--- config.mk ---
export PLATFORM = sky130hd
export DESIGN_NAME = fetch_stage_flat
export DESIGN_NICKNAME = d
export VERILOG_FILES = /design/src/rtl/fetch_stage_if.sv /design/src/rtl/fetch_stage.sv /design/src/flat_wrapper.sv
export SDC_FILE = /design/constraint.sdc
export NUM_CORES = 1
export LEC_CHECK = 0
export CAP_MARGIN = 20
export CORE_ASPECT_RATIO = 1.25
export CORE_MARGIN = 1.5
export CORE_UTILIZATION = 40
export CTS_BUF_LIST = sky130_fd_sc_hd__clkbuf_4
export CTS_CLUSTER_DIAMETER = 150
export CTS_CLUSTER_SIZE = 14
export DETAILED_ROUTE_END_ITERATION = 7
export PLACE_DENSITY = 0.66
export SLEW_MARGIN = 40
export SYNTH_ARGS = -nofsm -noshare
export SYNTH_HDL_FRONTEND = slang
export SYNTH_SLANG_ARGS = --single-unit
--- constraint.sdc ---
create_clock -name clk -period 2.1 [get_ports clk]
set_input_delay 0.21 -clock clk [delete_from_list [all_inputs] [get_ports clk]]
set_output_delay 0.21 -clock clk [all_outputs]
set_load 0.03 [all_outputs]
--- src/rtl/fetch_stage_if.sv ---
// Fetch-stage bus: instruction-memory port, decode feedback, IF/ID payload and counters.
interface fetch_stage_if;
  logic [31:0] imem_addr;
  logic [31:0] imem_data;
  logic        stall;
  logic        redirect_valid;
  logic [31:0] redirect_target;
  logic [31:0] ifid_instr;
  logic [31:0] ifid_pc;
  logic [31:0] ifid_pc_plus1;
  logic        ifid_valid;
  logic [31:0] fetch_count;
  logic [31:0] stall_count;

  // Environment side: memory and decode stage.
  modport master (
    input  imem_addr, ifid_instr, ifid_pc, ifid_pc_plus1, ifid_valid,
           fetch_count, stall_count,
    output imem_data, stall, redirect_valid, redirect_target
  );

  // Fetch-stage side.
  modport slave (
    output imem_addr, ifid_instr, ifid_pc, ifid_pc_plus1, ifid_valid,
           fetch_count, stall_count,
    input  imem_data, stall, redirect_valid, redirect_target
  );
endinterface

--- src/rtl/fetch_stage.sv ---
// Instruction-fetch stage: PC register, IF/ID pipeline register and fetch/stall counters.
module fetch_stage #(
  parameter logic [31:0] RESET_PC  = 32'h0000_0000,
  parameter logic [31:0] NOP_INSTR = 32'h0000_0000
) (
  input  logic          clk,
  input  logic          rst,
  fetch_stage_if.slave  bus
);
  localparam int unsigned W = 32;

  logic [W-1:0] pc_q,          pc_d;
  logic [W-1:0] ifid_instr_q,  ifid_instr_d;
  logic [W-1:0] ifid_pc_q,     ifid_pc_d;
  logic [W-1:0] ifid_pc_p1_q,  ifid_pc_p1_d;
  logic         ifid_valid_q,  ifid_valid_d;
  logic [W-1:0] fetch_cnt_q,   fetch_cnt_d;
  logic [W-1:0] stall_cnt_q,   stall_cnt_d;
  logic [W-1:0] pc_plus1;

  assign pc_plus1 = pc_q + W'(1);

  // Next-state: redirect beats stall beats normal fetch.
  always_comb begin
    pc_d         = pc_q;
    ifid_instr_d = ifid_instr_q;
    ifid_pc_d    = ifid_pc_q;
    ifid_pc_p1_d = ifid_pc_p1_q;
    ifid_valid_d = ifid_valid_q;
    fetch_cnt_d  = fetch_cnt_q;
    stall_cnt_d  = stall_cnt_q;
    if (bus.redirect_valid) begin
      // Wrong-path word is dropped; bubble keeps the previous PC fields.
      pc_d         = bus.redirect_target;
      ifid_instr_d = NOP_INSTR;
      ifid_valid_d = 1'b0;
    end else if (bus.stall) begin
      stall_cnt_d  = stall_cnt_q + W'(1);
    end else begin
      pc_d         = pc_plus1;
      ifid_instr_d = bus.imem_data;
      ifid_pc_d    = pc_q;
      ifid_pc_p1_d = pc_plus1;
      ifid_valid_d = 1'b1;
      fetch_cnt_d  = fetch_cnt_q + W'(1);
    end
  end

  always_ff @(posedge clk or negedge rst) begin
    if (!rst) begin
      pc_q         <= RESET_PC;
      ifid_instr_q <= NOP_INSTR;
      ifid_pc_q    <= '0;
      ifid_pc_p1_q <= '0;
      ifid_valid_q <= 1'b0;
      fetch_cnt_q  <= '0;
      stall_cnt_q  <= '0;
    end else begin
      pc_q         <= pc_d;
      ifid_instr_q <= ifid_instr_d;
      ifid_pc_q    <= ifid_pc_d;
      ifid_pc_p1_q <= ifid_pc_p1_d;
      ifid_valid_q <= ifid_valid_d;
      fetch_cnt_q  <= fetch_cnt_d;
      stall_cnt_q  <= stall_cnt_d;
    end
  end

  assign bus.imem_addr     = pc_q;
  assign bus.ifid_instr    = ifid_instr_q;
  assign bus.ifid_pc       = ifid_pc_q;
  assign bus.ifid_pc_plus1 = ifid_pc_p1_q;
  assign bus.ifid_valid    = ifid_valid_q;
  assign bus.fetch_count   = fetch_cnt_q;
  assign bus.stall_count   = stall_cnt_q;
endmodule

--- src/flat_wrapper.sv ---
// flat-port wrapper written by rule: the top's interface ports become plain ports
module fetch_stage_flat 
#(
  parameter logic [31:0] RESET_PC  = 32'h0000_0000,
  parameter logic [31:0] NOP_INSTR = 32'h0000_0000
)
  (clk, rst, bus_imem_addr, bus_ifid_instr, bus_ifid_pc, bus_ifid_pc_plus1, bus_ifid_valid, bus_fetch_count, bus_stall_count, bus_imem_data, bus_stall, bus_redirect_valid, bus_redirect_target);
  fetch_stage_if bus_i ();
  input  logic clk;
  input  logic rst;
  output wire logic [$bits(bus_i.imem_addr)-1:0] bus_imem_addr;
  output wire logic [$bits(bus_i.ifid_instr)-1:0] bus_ifid_instr;
  output wire logic [$bits(bus_i.ifid_pc)-1:0] bus_ifid_pc;
  output wire logic [$bits(bus_i.ifid_pc_plus1)-1:0] bus_ifid_pc_plus1;
  output wire logic [$bits(bus_i.ifid_valid)-1:0] bus_ifid_valid;
  output wire logic [$bits(bus_i.fetch_count)-1:0] bus_fetch_count;
  output wire logic [$bits(bus_i.stall_count)-1:0] bus_stall_count;
  input wire logic [$bits(bus_i.imem_data)-1:0] bus_imem_data;
  input wire logic [$bits(bus_i.stall)-1:0] bus_stall;
  input wire logic [$bits(bus_i.redirect_valid)-1:0] bus_redirect_valid;
  input wire logic [$bits(bus_i.redirect_target)-1:0] bus_redirect_target;
  assign bus_imem_addr = bus_i.imem_addr;
  assign bus_ifid_instr = bus_i.ifid_instr;
  assign bus_ifid_pc = bus_i.ifid_pc;
  assign bus_ifid_pc_plus1 = bus_i.ifid_pc_plus1;
  assign bus_ifid_valid = bus_i.ifid_valid;
  assign bus_fetch_count = bus_i.fetch_count;
  assign bus_stall_count = bus_i.stall_count;
  assign bus_i.imem_data = bus_imem_data;
  assign bus_i.stall = bus_stall;
  assign bus_i.redirect_valid = bus_redirect_valid;
  assign bus_i.redirect_target = bus_redirect_target;
  fetch_stage #(.RESET_PC(RESET_PC), .NOP_INSTR(NOP_INSTR)) u_core (.clk(clk), .rst(rst), .bus(bus_i));
endmodule
==> results.md, run 1 <==
Outcome:
- The flow ran to the end, and the final reports show no timing, DRC or antenna violations.

Critical path:
- The category of the critical setup timing path is reg2out.
- The worst setup path is launched from a flop.
- The cell type of the slowest stage on the worst timing path is sky130_fd_sc_hd__clkdlybuf4s50_1.
- Of all nets on the critical path, the largest fanout is 9.
- The data required time of the worst path is around 1900 ps.
- For the worst setup path, the data arrival time is 1810 ps.
- The gate family responsible for the most delay along the worst path is buffers and inverters.
- The endpoint kind of the worst setup timing path is a primary output.
- The buffering stage count on the worst path with inverters included is 1.
- The delay of the slowest critical-path stage is 740 ps.
- The signal on the critical path passes through clkdlybuf4s50_1.

Clocking:
- The total clock buffers created by CTS is 17.
- TritonCTS built the clock tree.
- The sink count of the clock tree is just under 200.
- CTS built an H-tree with a depth of 4.
- The longest clock path from root to sink contains 2 buffers.
- The post-CTS clock slew at the launch and capture registers of the worst setup and hold paths is between 150 and 200 ps.
- The buffer type at the clock tree root is sky130_fd_sc_hd__clkbuf_4.
- Clock latency on the worst-skew pair, taken at its later pin, is a little over 600 ps.

Drt:
- In the routed design, unresolved DRC markers number 0.
- Once detail routing completed, the nets flagged for antenna violations numbered 0.
- Dividing the detail-routed wire length by the instance count gives around 17 µm.
- The pre-antenna-repair detailed-routing pass consisted of 5 iterations.
- Using the TritonRoute via totals, the vias-per-cell ratio works out to 5.27.
- The via count is approximately 8000.
- The violation count after the first detailed-route iteration is 435.
- For this block, the routed nets add up to approximately 26000 µm of wire.

Yosys:
- The post-synthesis sequential element count is 193.
- The synthesized area per cell is between 9 and 10 µm².
- The biggest area contributor in the post-synthesis netlist is sky130_fd_sc_hd__dfrtp_1.
- The Yosys warning count is 0.
- The count of distinct cell types in the synthesized netlist is 45.
- By area the synthesized netlist is led by sky130_fd_sc_hd__dfrtp_1 53%, sky130_fd_sc_hd__nand2_1 6.7%, sky130_fd_sc_hd__xnor2_1 5.4%, sky130_fd_sc_hd__mux2i_1 3.7%, sky130_fd_sc_hd__xor2_1 3.2%.
- Yosys mapped a number of flops with a built-in enable equal to 0.
- The most common flop cell mapped by yosys is sky130_fd_sc_hd__dfrtp_1.
- The cell area that synthesis handed to floorplanning was 0.00903 mm².
- The fraction of synthesis flops using an asynchronous set or reset pin is 1.00.
- Of the post-synthesis cell area, the dominant cell type holds 0.535.
- The post-synthesis cell count is 917.
- Synthesis produced a netlist with a net count of 988.
- The portion of the post-synthesis area used by sequential elements is 0.535.

GRT:
- The wire length of the first global-routing pass is 40900 µm.
- The pin count of the biggest net entering global routing is 64.
- The number of global-route vias before repair is 7660.
- Across every metal layer, demand over resource in global routing totals 0.223.
- The sum of overflow across all layers after global routing is 0.
- The number of antenna violations at the first check in global routing was 3.

Timing:
- Once routing completed, OpenROAD measured the worst setup slack at 76.8 ps.
- The final hold violation count was 0.
- The achievable clock frequency is 0.494 GHz.
- The routed design could run at a clock period as short as 2020 ps.
- The count of final max-slew check failures was 0.
- The actual transition at the worst max-transition pin is 584 ps.
- The final worst clock skew is around 43 ps.
- The headroom to the max-slew limit is 0.609.
- In the finished design, the share of the clock period the worst path needs comes to 0.963.
- The final setup TNS is 0 ps.
- The setup violation total in the final timing report is 0.

Run:
- The max-capacitance violation count is 0.

Finish:
- The finished layout holds around 1500 standard cells, fillers aside.
- The area growth from synthesis to layout is 38.2%.
- The fraction of final layout cells with drive strength greater than 1 is 0.0935.
- The number of nets in the finished design is 1257.
- Leaving out fill and tap cells, the most frequent cell in the layout is sky130_fd_sc_hd__clkdlybuf4s50_1.
- In the layout the commonest cells are 228 x sky130_fd_sc_hd__clkdlybuf4s50_1, 185 x sky130_fd_sc_hd__dfrtp_1, 162 x sky130_fd_sc_hd__nand2_1, 74 x sky130_fd_sc_hd__nor2_1, 56 x sky130_fd_sc_hd__xnor2_1.

Power and ir drop:
- The leakage power is between 0.005 and 0.006 µW.
- The power density over cell area is ~730 mW/mm².
- The largest vdd supply drop is between 300 and 400 µV.

Floorplanning:
- The number of I/O pins is 261.
- Measured along the x axis, the die boundary spans 137 µm.
- The total die area is 0.0235 mm².
- The effective utilization at floorplan is 0.407.
- The core footprint is 0.0222 mm².
- The floorplan step set the die height to 171 µm.
- The number of placement rows is 61.

Placement:
- The cell count after placement is 1446.
- The count of buffers added on input and output ports is between 200 and 300.
- Prior to clock tree synthesis, the placed netlist has a worst setup slack of ~95 ps.
- The placed wire-length estimate after detailed placement is 18300 µm.
- Routability-driven placement finished with a final weighted congestion of approximately 0.80.

Min path:
- In this run the worst hold path is classified as in2reg.
path summary, 6_finish.rpt:
kind | start | to | slack [ps] | depth (start not counted)
hold reg to reg | u_core.bus.fetch_count[31]$_DFFE_PN0P_ | u_core.bus.fetch_count[31]$_DFFE_PN0P_ | 480 | 1
min in group asynchronous | rst | u_core.bus.stall_count[11]$_DFFE_PN0P_ | 90 | 2
setup / recovery | u_core.bus.imem_addr[12]$_DFFE_PN0N_ | bus_imem_addr[12] | 80 | 1
hold / removal | bus_stall | u_core.bus.ifid_instr[24]$_DFFE_PN0N_ | 80 | 3
setup reg to reg | u_core.bus.imem_addr[1]$_DFFE_PN0N_ | u_core.bus.imem_addr[28]$_DFFE_PN0N_ | 120 | 6
max in group asynchronous | rst | u_core.bus.fetch_count[5]$_DFFE_PN0P_ | 1280 | 3
through the flow:
| step | util | power, µW | instance area (µm²) | hold slack [ps] |
|---|---|---|---|---|
| after CTS | 0.559 | 9170 | 12400 | 39.1 |
| after global routing | 0.562 | 9550 | 12500 | 34.4 |
| after floorplan | - | 5900 | 9040 | -85.6 |
| final | 0.562 | 9090 | 12500 | 81.6 |
| after global placement | 0.547 | 7240 | 12200 | 207 |
| after detailed placement | 0.547 | 7270 | 12200 | 205 |
cells by family after synthesis:
logic type	count (synthesis)	share of synthesized area
and+or+nand+nor	422	0.232
muxes	34	0.0378
AOI/OAI and AO/OA	97	0.0659
xor gates and xnor gates	89	0.0863
buffers and inverters	79	0.0396
adders and majority gates	3	0.00415
DFF	193	0.535
synth_stat cells, types with 12 or more instances:
cell type / number
sky130_fd_sc_hd__a31oi_1: 26
sky130_fd_sc_hd__and3_1: 13
sky130_fd_sc_hd__buf_2: 22
sky130_fd_sc_hd__clkbuf_1: 39
sky130_fd_sc_hd__dfrtp_1: 193
sky130_fd_sc_hd__mux2i_1: 33
sky130_fd_sc_hd__nand2_1: 162
sky130_fd_sc_hd__nand3_1: 39
sky130_fd_sc_hd__nand4_1: 34
sky130_fd_sc_hd__nor2_1: 75
sky130_fd_sc_hd__nor3_1: 19
sky130_fd_sc_hd__nor4_1: 12
sky130_fd_sc_hd__o21ai_0: 38
sky130_fd_sc_hd__o31ai_1: 19
sky130_fd_sc_hd__or4_1: 22
sky130_fd_sc_hd__xnor2_1: 56
sky130_fd_sc_hd__xor2_1: 33
sequential cells by signal, indices dropped and copies added (netlist names):
register / cells
u_core.bus.stall_count: 32
u_core.bus.fetch_count: 32
u_core.bus.ifid_valid: 1
u_core.bus.ifid_pc: 32
u_core.bus.ifid_instr: 32
u_core.bus.imem_addr: 32
u_core.bus.ifid_pc_plus1: 32
power breakdown:
part           internal (µW)  switching, µW  leakage [µW]
Sequential              4100            349       0.00242
Combinational           1130           1590       0.00300
Clock                    504           1420      0.000135
Total                   5740           3350       0.00556
per-layer routing:
layer  global-route usage  wire [µm]
met1                0.279      10600
met5                    0          0
met3               0.0610       1970
met2                0.372      12600
met4               0.0737        507
area by class of cell:
class,instances,area [µm²]
multi-input cells,645,3860
diodes,3,7.51
inverters,10,37.5
clock buffers,17,128
well taps,283,354
fillers,1968,9730
clock inverters,14,120
flip-flops and latches,193,4840
repair buffers,319,3130
timing repair:
action	CTS	global route
hold buffers	2	0
hold endpoints to repair	185	0
resized for setup	10	22
setup endpoints to repair	10	33
buffers inserted	0	2
Power figures use the tool's default switching activity.
==> run 2: changes to the inputs <==
CTS_CLUSTER_SIZE = 10   (was 14)
==> results of run 2 <==
Final layout, timing and power as in run 1 (identical DEF).
